--- src/rtl/calc_param.sv ---
// Keypad calculator: valid/ready key commands drive an unsigned accumulator; the result is shown on DIGITS seven-segment displays.
// Busy for VAL_W+1 cycles per command (2*VAL_W+1 when a multiply is evaluated); commands offered while busy are dropped.
module calc_param #(
   parameter int DIGITS = 8,
   parameter int VAL_W  = $clog2(10**DIGITS)
) (
   input  logic                  clock,
   input  logic                  reset,
   input  logic [3:0]            cmd,
   input  logic                  cmd_valid,
   output logic                  cmd_ready,
   output logic [7*DIGITS-1:0]   displays,
   output logic [1:0]            status,
   output logic [VAL_W-1:0]      digits
);

   localparam int W2    = 2*VAL_W;
   localparam int BCD_W = 4*DIGITS;
   localparam int CNT_W = $clog2(VAL_W+1);
   localparam int ND_W  = $clog2(DIGITS+1);
   localparam logic [W2-1:0]    MAX_W    = W2'(10**DIGITS - 1);
   localparam logic [ND_W-1:0]  ND_MAX   = ND_W'(DIGITS);
   localparam logic [CNT_W-1:0] CONV_END = CNT_W'(VAL_W);
   localparam logic [CNT_W-1:0] MUL_END  = CNT_W'(VAL_W-1);

   typedef enum logic [1:0] {S_IDLE, S_MUL, S_CONV, S_ERR} state_t;
   typedef enum logic [1:0] {OP_NONE, OP_ADD, OP_SUB, OP_MUL} op_t;

   state_t               state, state_nx;
   op_t                  pend_op, new_op;
   logic [VAL_W-1:0]     acc, entry, conv_bin, conv_val, mplier;
   logic [ND_W-1:0]      ndig;
   logic                 result, err_pend, clr_pend;
   logic [W2-1:0]        mcand, prod, prod_nx, sum;
   logic [CNT_W-1:0]     cnt;
   logic [BCD_W-1:0]     bcd;
   logic [7*DIGITS-1:0]  disp_r, rst_disp, err_disp;
   logic [VAL_W-1:0]     digits_r, diff, eval_val, digit_val;
   logic                 is_digit, is_op, is_eq, is_clr, eval_bad;

   function automatic logic [6:0] seg7(input logic [3:0] n);
      case (n)
         4'd0: seg7 = 7'h40;
         4'd1: seg7 = 7'h79;
         4'd2: seg7 = 7'h24;
         4'd3: seg7 = 7'h30;
         4'd4: seg7 = 7'h19;
         4'd5: seg7 = 7'h12;
         4'd6: seg7 = 7'h02;
         4'd7: seg7 = 7'h78;
         4'd8: seg7 = 7'h00;
         4'd9: seg7 = 7'h10;
         default: seg7 = 7'h7F;
      endcase
   endfunction

   function automatic logic [BCD_W-1:0] dabble(input logic [BCD_W-1:0] b, input logic bit_in);
      logic [BCD_W-1:0] a;
      a = b;
      for (int i = 0; i < DIGITS; i++)
         if (a[4*i +: 4] >= 4'd5) a[4*i +: 4] = a[4*i +: 4] + 4'd3;
      return {a[BCD_W-2:0], bit_in};
   endfunction

   // Leading zeros blank, but display 0 always shows a digit.
   function automatic logic [7*DIGITS-1:0] render(input logic [BCD_W-1:0] b);
      logic [7*DIGITS-1:0] s;
      logic lead;
      s = '1;
      lead = 1'b1;
      for (int i = DIGITS-1; i >= 0; i--) begin
         if (lead && i != 0 && b[4*i +: 4] == 4'd0) s[7*i +: 7] = 7'h7F;
         else begin
            lead = 1'b0;
            s[7*i +: 7] = seg7(b[4*i +: 4]);
         end
      end
      return s;
   endfunction

   always_comb begin
      is_digit = (cmd <= 4'd9);
      is_op    = (cmd == 4'hA) || (cmd == 4'hB) || (cmd == 4'hC);
      is_eq    = (cmd == 4'hE);
      is_clr   = (cmd == 4'hD);
      case (cmd)
         4'hA:    new_op = OP_ADD;
         4'hB:    new_op = OP_SUB;
         4'hC:    new_op = OP_MUL;
         default: new_op = OP_NONE;
      endcase
      sum  = W2'(acc) + W2'(entry);
      diff = acc - entry;
      eval_bad = ((pend_op == OP_ADD) && (sum > MAX_W)) ||
                 ((pend_op == OP_SUB) && (entry > acc));
      // With no pending op, a fresh result stays as the left operand so it can be chained.
      case (pend_op)
         OP_ADD:  eval_val = sum[VAL_W-1:0];
         OP_SUB:  eval_val = diff;
         OP_NONE: eval_val = result ? acc : entry;
         default: eval_val = acc;
      endcase
      if (result)          digit_val = VAL_W'(cmd);
      else if (ndig < ND_MAX) digit_val = entry * VAL_W'(10) + VAL_W'(cmd);
      else                 digit_val = entry;
      prod_nx = prod + (mplier[0] ? mcand : '0);
      rst_disp = '1;
      rst_disp[6:0] = 7'h40;
      err_disp = '1;
      for (int i = 0; i < DIGITS; i++)
         err_disp[7*i +: 7] = (i == 2) ? 7'h06 : ((i < 2) ? 7'h2F : 7'h7F);
   end

   always_comb begin
      state_nx = state;
      case (state)
         S_IDLE: begin
            if (cmd_valid) begin
               if (!is_clr && (is_op || is_eq) && pend_op == OP_MUL) state_nx = S_MUL;
               else                                                   state_nx = S_CONV;
            end
         end
         S_MUL:  if (cnt == MUL_END) state_nx = S_CONV;
         S_CONV: begin
            if (err_pend)              state_nx = S_ERR;
            else if (clr_pend)         state_nx = S_IDLE;
            else if (cnt == CONV_END)  state_nx = S_IDLE;
         end
         S_ERR:  if (cmd_valid && is_clr) state_nx = S_CONV;
         default: state_nx = S_IDLE;
      endcase
   end

   always_ff @(posedge clock) begin
      if (reset) state <= S_IDLE;
      else       state <= state_nx;
   end

   always_ff @(posedge clock) begin
      if (reset) begin
         acc <= '0; entry <= '0; ndig <= '0; pend_op <= OP_NONE; result <= 1'b0;
         err_pend <= 1'b0; clr_pend <= 1'b0; cnt <= '0; bcd <= '0;
         conv_bin <= '0; conv_val <= '0; mcand <= '0; mplier <= '0; prod <= '0;
         disp_r <= rst_disp; digits_r <= '0;
      end else begin
         case (state)
            S_IDLE: if (cmd_valid) begin
               cnt <= '0;
               bcd <= '0;
               err_pend <= 1'b0;
               clr_pend <= 1'b0;
               if (is_clr) begin
                  clr_pend <= 1'b1;
               end else if (is_digit) begin
                  if (result)             ndig <= ND_W'(1);
                  else if (ndig < ND_MAX) ndig <= ndig + ND_W'(1);
                  entry    <= digit_val;
                  result   <= 1'b0;
                  conv_bin <= digit_val;
                  conv_val <= digit_val;
               end else if (is_op || is_eq) begin
                  if (pend_op == OP_MUL) begin
                     mcand  <= W2'(acc);
                     mplier <= entry;
                     prod   <= '0;
                  end else begin
                     acc      <= eval_val;
                     err_pend <= eval_bad;
                     conv_bin <= eval_val;
                     conv_val <= eval_val;
                  end
                  pend_op <= is_eq ? OP_NONE : new_op;
                  result  <= is_eq;
                  entry   <= '0;
                  ndig    <= '0;
               end else if (result) begin
                  conv_bin <= acc;
                  conv_val <= acc;
               end else begin
                  entry    <= entry / VAL_W'(10);
                  conv_bin <= entry / VAL_W'(10);
                  conv_val <= entry / VAL_W'(10);
                  if (ndig != '0) ndig <= ndig - ND_W'(1);
               end
            end
            S_MUL: begin
               prod   <= prod_nx;
               mcand  <= mcand << 1;
               mplier <= mplier >> 1;
               cnt    <= cnt + CNT_W'(1);
               if (cnt == MUL_END) begin
                  acc      <= prod_nx[VAL_W-1:0];
                  conv_bin <= prod_nx[VAL_W-1:0];
                  conv_val <= prod_nx[VAL_W-1:0];
                  err_pend <= (prod_nx > MAX_W);
                  cnt      <= '0;
                  bcd      <= '0;
               end
            end
            S_CONV: begin
               if (err_pend) begin
                  err_pend <= 1'b0;
                  disp_r   <= err_disp;
                  digits_r <= '0;
               end else if (clr_pend) begin
                  clr_pend <= 1'b0;
                  acc <= '0; entry <= '0; ndig <= '0; pend_op <= OP_NONE; result <= 1'b0;
                  disp_r   <= rst_disp;
                  digits_r <= '0;
               end else if (cnt == CONV_END) begin
                  disp_r   <= render(bcd);
                  digits_r <= conv_val;
               end else begin
                  bcd      <= dabble(bcd, conv_bin[VAL_W-1]);
                  conv_bin <= conv_bin << 1;
                  cnt      <= cnt + CNT_W'(1);
               end
            end
            S_ERR: if (cmd_valid && is_clr) begin
               clr_pend <= 1'b1;
               cnt      <= '0;
            end
            default: ;
         endcase
      end
   end

   always_comb begin
      case (state)
         S_IDLE:  status = result ? 2'b11 : 2'b00;
         S_ERR:   status = 2'b10;
         default: status = 2'b01;
      endcase
   end

   assign cmd_ready = (state == S_IDLE) || (state == S_ERR);
   assign displays  = disp_r;
   assign digits    = digits_r;

endmodule

--- config.mk ---
export PLATFORM = sky130hd
export DESIGN_NAME = calc_param
export DESIGN_NICKNAME = d
export VERILOG_FILES = /design/src/rtl/calc_param.sv
export SDC_FILE = /design/constraint.sdc
export NUM_CORES = 2
export LEC_CHECK = 0
export BUFFER_PORTS_ARGS = -buffer_cell sky130_fd_sc_hd__buf_2
export CAP_MARGIN = 20
export CORE_MARGIN = 4
export CORE_UTILIZATION = 55
export CTS_CLUSTER_SIZE = 25
export DETAILED_ROUTE_END_ITERATION = 8
export GPL_TIMING_DRIVEN = 0
export PLACE_DENSITY = 0.72
export RECOVER_POWER = 100
export REMOVE_ABC_BUFFERS = 1
export SYNTH_ARGS = -nofsm -noshare
export SYNTH_HDL_FRONTEND = slang
export SYNTH_SLANG_ARGS = --single-unit
--- constraint.sdc ---
create_clock -name clock -period 26.6 [get_ports clock]
set_input_delay 6.65 -clock clock [delete_from_list [all_inputs] [get_ports clock]]
set_output_delay 6.65 -clock clock [all_outputs]
set_load 0.01 [all_outputs]
### Word level (Yosys, flattened, before mapping)

Memories as Yosys holds them, arrays and structs flattened. A register that Yosys moved wholly into a read port is not among the register bits.
Cells that the tools add are included.

| storage, ports and cells | value |
|---|---|
| word-level logic and storage cells | 315 |
| memories | 8 |
| ROM bits | 896 |
| output and inout bits | 86 |
| flip-flop bits (word level) | 374 |

| operators by class | value |
|---|---|
| equality and inequality tests | 31 |
| magnitude comparators | 13 |
| $mul | 1 |
| divide/modulo/power cells | 1 |
| multiplexer cells | 183 |
| add/sub/neg operators | 15 |
| reductions and logical operators | 46 |

Memories:

| memory | depth | bits a word | rd ports | clocked after memory_dff | wr ports | RTL line | RTL |
|---|---|---|---|---|---|---|---|
| (name not given) | 16 | 7 | 1 | 1 | 0 | 42 | `case (n)` |
| (name not given) | 16 | 7 | 1 | 1 | 0 | 42 |  |
| (name not given) | 16 | 7 | 1 | 1 | 0 | 42 |  |
| (name not given) | 16 | 7 | 1 | 1 | 0 | 42 |  |
| (name not given) | 16 | 7 | 1 | 1 | 0 | 42 |  |
| (name not given) | 16 | 7 | 1 | 1 | 0 | 42 |  |
| +2 memories | n/a | n/a | n/a | n/a | n/a | n/a |  |

Operator list:

| operator | number |
|---|---|
| 27-bit two-way mux | 32 |
| 54-bit two-way mux | 11 |
| 27-bit case mux with 3 select lines | 3 |
| 54-bit case mux with 2 select lines | 2 |
| 56-bit two-way mux | 3 |
| 27-bit case mux with 2 select lines | 3 |
| 32-bit two-way mux | 5 |
| 4-bit two-way mux | 33 |
| 32-bit case mux with 3 select lines | 1 |
| 54-bit adder | 1 |
| 54-bit by 27-bit greater-than comparator with 1-bit output (second input constant) | 1 |
| 1-bit two-way mux | 52 |
| 7-bit two-way mux | 7 |
| 4-bit by 3-bit >= comparator with 1-bit output (second input constant) | 8 |
| 2-bit two-way mux | 15 |
| 5-bit two-way mux | 6 |
| 27-bit by 27-bit adder with 28-bit output | 1 |
| 4-bit by 2-bit adder with 4-bit output (second input constant) | 7 |
| 28-bit by 27-bit greater-than comparator with 1-bit output (second input constant) | 1 |
| 4-bit logical NOT | 7 |
| 27-bit by 4-bit adder with 27-bit output | 1 |
| 27-bit by 4-bit divider with 27-bit output (second input constant) | 1 |
| 27-bit greater-than comparator | 1 |
| 27-bit by 3-bit multiplier with 26-bit output (second input constant) | 1 |
| other kinds (37) | 87 |

### Logic depth before layout (Yosys ltp)

| depth | value |
|---|---|
| depth in word-level cells | 47 |
| gate-level depth with buffers | 46 |

### Worst setup path after synthesis

No wires, ideal clock.

| timing path | value |
|---|---|
| path type | input -> register |
| start | input cmd[1] |
| end | register conv_bin[25] |
| data required time | 26.478 ns |
| data arrival time | 9.874 ns |
| slack | 16.604 ns |
| cell stages on the path | 21 |
| setup time | 0.122 ns |
| cell sequence | ha_1 > fa_1 > a21o_1 > nand2_1 > nor3_1 > and3_1 > and3_1 > and3_1 > and3_1 > and3_1 > and3_1 > and3_1 > and3_1 > nand3_1 > xnor2_1 > nor2_1 > a21oi_1 > nor2_1 > a221o_1 > o211ai_1 > a21oi_1 |

| on the way | value |
|---|---|
| longest elaborated chain between the ends | 9 |
| elaborated cells between the ends (all ways) | 20 |
| classes of those cells | add/sub: 1; order compare: 1; eq/ne: 7; mux: 7; reduce/logical: 4 |

Ends and longest elaborated chain:

| item | RTL line | RTL |
|---|---|---|
| start: declaration | 9 | `input logic [3:0] cmd,` |
| branches (longest 9 deep; another with 27-bit by 4-bit adder with 27-bit output) | n/a |  |
| end signal: assignment | 159 | `conv_bin <= digit_val;` |
| end signal: assignment | 169 | `conv_bin <= eval_val;` |
| end signal: assignment | 181 | `conv_bin <= entry / VAL_W'(10);` |
| end: declaration | 31 | `logic [VAL_W-1:0] acc, entry, conv_bin, conv_val, mplier;` |

Parallel ways; which one is timed is not known. The select of a mux whose other input is x is not followed.
A chain may end at the register's enable or synchronous reset.

==> flow_metrics.tcl <==
set metrics [dict create \
    outcome "finished with violations" \
    violations "max-capacitance violations, max-slew violations" \
    slowest_delay_ns 3.78 \
    ys_seq_area_share_pct 28.2 \
    arrival_ns 17.58 \
    ys_warn_count 0 \
    die_h_um 243 \
    period_needed_ns 17.06 \
    reg2reg_from "entry[1]" \
    port_buffers 92 \
    ctsHtreeMaxLevel 2 \
    critPathRequiredTime_ns 27.12 \
    antenna_left 0 \
    r2r_cells 36 \
    clk_latency_ns 0.62 \
    hold_end "displays[25]" \
    fp-row-count 86 \
    p_per_area_nw_per_um2 83.3 \
    p_switching_mw 1.15 \
    drv_slew 668 \
    ys.flop_type "dfxtp_1" \
    cp_slowest_cell "clkbuf_1" \
    synth.distinct_cells 117 \
    async_reset_ff_share_pct 0 \
    numCtsBuffers 49 \
    reg2reg_setup_slack_ns 11.60 \
    worstMarginPinSlew_ns 5.23 \
    finish.net_count 4152 \
    vias 28400 \
    layout-drive-gt1-share_pct 4.98 \
    dieWidth_um 243 \
    drt-vias-per-instance 6.04 \
    pwr-share-seq_pct 29.6 \
    routed_wl_mm 81.2 \
    cap_violations 10 \
    cts_setup_buffers 0 \
    r2r-end "conv_bin[0]" \
    slew_headroom_pct -249 \
    yosys.area.top_type "dfxtp_1" \
    finalHoldViolations 0 \
    cts_hold_buffers 0 \
    grtUsageTotal_pct 26.0 \
    yosys.area.top_type_share_pct 28.2 \
    p_comb_share_pct 44.3 \
    hold-path-cell-count 2 \
    wire_per_inst_um 17.3 \
    syn_area_um2 30500 \
    cp_num_buf_inv 3 \
    globalplace.congestion 0.927 \
    setup_violations 0 \
    grt_pass1_vias 26000 \
    crit_fanout 117 \
    firstDrtPassIters 6 \
    p_leak_nw 12.7 \
    drc_errors 0 \
    path_class "in2reg" \
    fmax_mhz 58.6 \
    fin_skew_ns 0.0311 \
    ios 93 \
    path_cells "clkbuf_1, clkbuf_1, clkbuf_1, a21oi_1, mux2_2, o21ai_0" \
    crit_family "buffers and inverters" \
    hold_class "reg2reg" \
    num_antenna_cells 0 \
    power.share.switching_pct 41.8 \
    start_util_pct 55.5 \
    vdd.ir_drop.worst_mv 0.0835 \
    dp_hpwl_mm 57.1 \
    synthCells 4003 \
    clk_pin_slew_ns 0.06 \
    cts_sinks 430 \
    end_kind "flop" \
    synth_edf_count 0 \
    area_growth_pct 7.89 \
    start_kind "input port" \
    whs_ns 0.444 \
    gr-total-overflow 0 \
    core_area_um2 55000 \
    period_share_pct 64.1 \
    grt_pass1_wl_mm 132 \
    rsz0062_at_grt "no" \
    p_int_mw 1.59 \
    clkPwrFrac_pct 26.2 \
    postSynthAreaPerCell_um2 7.62 \
    ys_top_cells_by_area "dfxtp_1 (28%), ha_1 (9.3%), a21oi_1 (6.3%), nor2_1 (6.0%), nand2_1 (4.5%)" \
    clockRootBuffer "clkbuf_16" \
    fin_tns_setup_ns 0 \
    die_area_um2 59300 \
    drt-initial-drc-count 2583 \
    cts_tree "done" \
    postCtsResizedCells 0 \
    cts_buffer_depth 3 \
    grt_start_max_net_pins 118 \
    critPathMostFrequentCell "clkbuf_1" \
    antenna_found_initial 1 \
    yosys_register_bits 430 \
]
-- cells by family after synthesis --
group           after synthesis  synth area share (%)
buf+inv                     432                  5.66
flops                       430                  28.2
fa+ha+maj                   235                  9.74
simple gates               1385                  20.9
compound gates             1255                  27.0
mux                         115                  4.19
xor+xnor                    151                  4.34
-- power by group through the flow --
| stage | Sequential, mW | Clock (mW) | Combinational (mW) |
|---|---|---|---|
| after floorplan | 0.794 | 0 | 0.860 |
| after CTS | 0.806 | 0.727 | 1.22 |
| after global routing | 0.819 | 0.756 | 1.33 |
| final | 0.810 | 0.716 | 1.21 |
| after global placement | 0.827 | 0 | 1.15 |
| after detailed placement | 0.819 | 0 | 1.22 |
-- layout by cell type, fill, tap and decap left out, types with 76 or more instances in the layout --
master    netlist  layout
o21ai_0       225     229
dfxtp_1       430     427
nand2b_1       76      76
mux2i_1        97      97
ha_1          226     224
clkbuf_1      209     103
a21oi_1       385     386
inv_1         153     153
nand2_1       369     368
nand3_1       118     117
nor3_1        123     122
a211oi_1       91      92
xnor2_1       123     123
nor2_1        489     488
-- worst max path at each step --
stage              start     endpoint  slack [ns]  cells past startpoint
2_1_floorplan     cmd[2]     prod[27]       13.91                      6
3_3_place_gp      cmd[1]     prod[45]        9.62                      7
3_5_place_dp   entry[23]  conv_val[1]       14.10                     36
4_1_cts        entry[23]  conv_val[1]       14.04                     36
5_1_grt            reset         flop        8.45                      7
6_report           reset         flop        9.54                      6
-- stage by stage --
step,setup slack (ns),std cells,utilization (%),area [um2],total power [mW]
global route,8.45,4702,59.8,32900,2.90
floorplan,13.91,3737,-,29400,1.65
CTS,14.04,4698,60.4,33200,2.76
detailed placement,14.10,4607,57.3,31500,2.04
finish,9.54,4702,59.8,32900,2.74
global placement,9.62,4577,56.0,30800,1.98
-- cell type report --
class                   instances  area (um2)
flip-flops and latches        430        8610
clock inverters                27         368
multi-input cells            3141       20100
clock buffers                  64        1350
fillers                      5109       22100
inverters                     166         623
well taps                     748         936
repair buffers                126         863
-- layer usage --
metal | wire [um] | track usage (%) | vias up
met5 | 0 | 0 | -
met4 | 2030 | 7.42 | 0
met3 | 4240 | 2.59 | 122
met2 | 38200 | 44.6 | 798
met1 | 36700 | 35.1 | 13300
li1 | - | - | 14200
-- worst register-to-register path: cells and delay by family, from the launching register on --
kind / cells / cell delay, ns
AO/OA/AOI/OAI: 26 / 11.05
AND/OR/NAND/NOR: 8 / 2.75
flip-flops: 1 / 0.53
adder cells (fa/ha/maj): 1 / 0.35
multiplexers: 1 / 0.20
-- Yosys cell counts, drive strengths merged, types with 9 or more instances --
cell and count:
a21oi 386, and3 25, o2111ai 11, nand3b 15, xnor2 123, a21o 36, nand3 118, o31ai 18
a211oi 94, a311oi 36, dfxtp 430, nand2b 77, or3 16, mux2i 97, o22ai 37, o211ai 44
xor2 28, nor2 490, clkbuf 210, o221ai 16, nand2 370, o21a 49, a31oi 36, o211a 17
nor3 123, a22oi 50, a221oi 19, inv 158, ha 226, o21bai 58, a21boi 16, o21ai 240
or2 19, buf 56, nor4 15, and2 65, mux4 9, nor2b 16, mux2 9
Power figures use the tool's default switching activity.
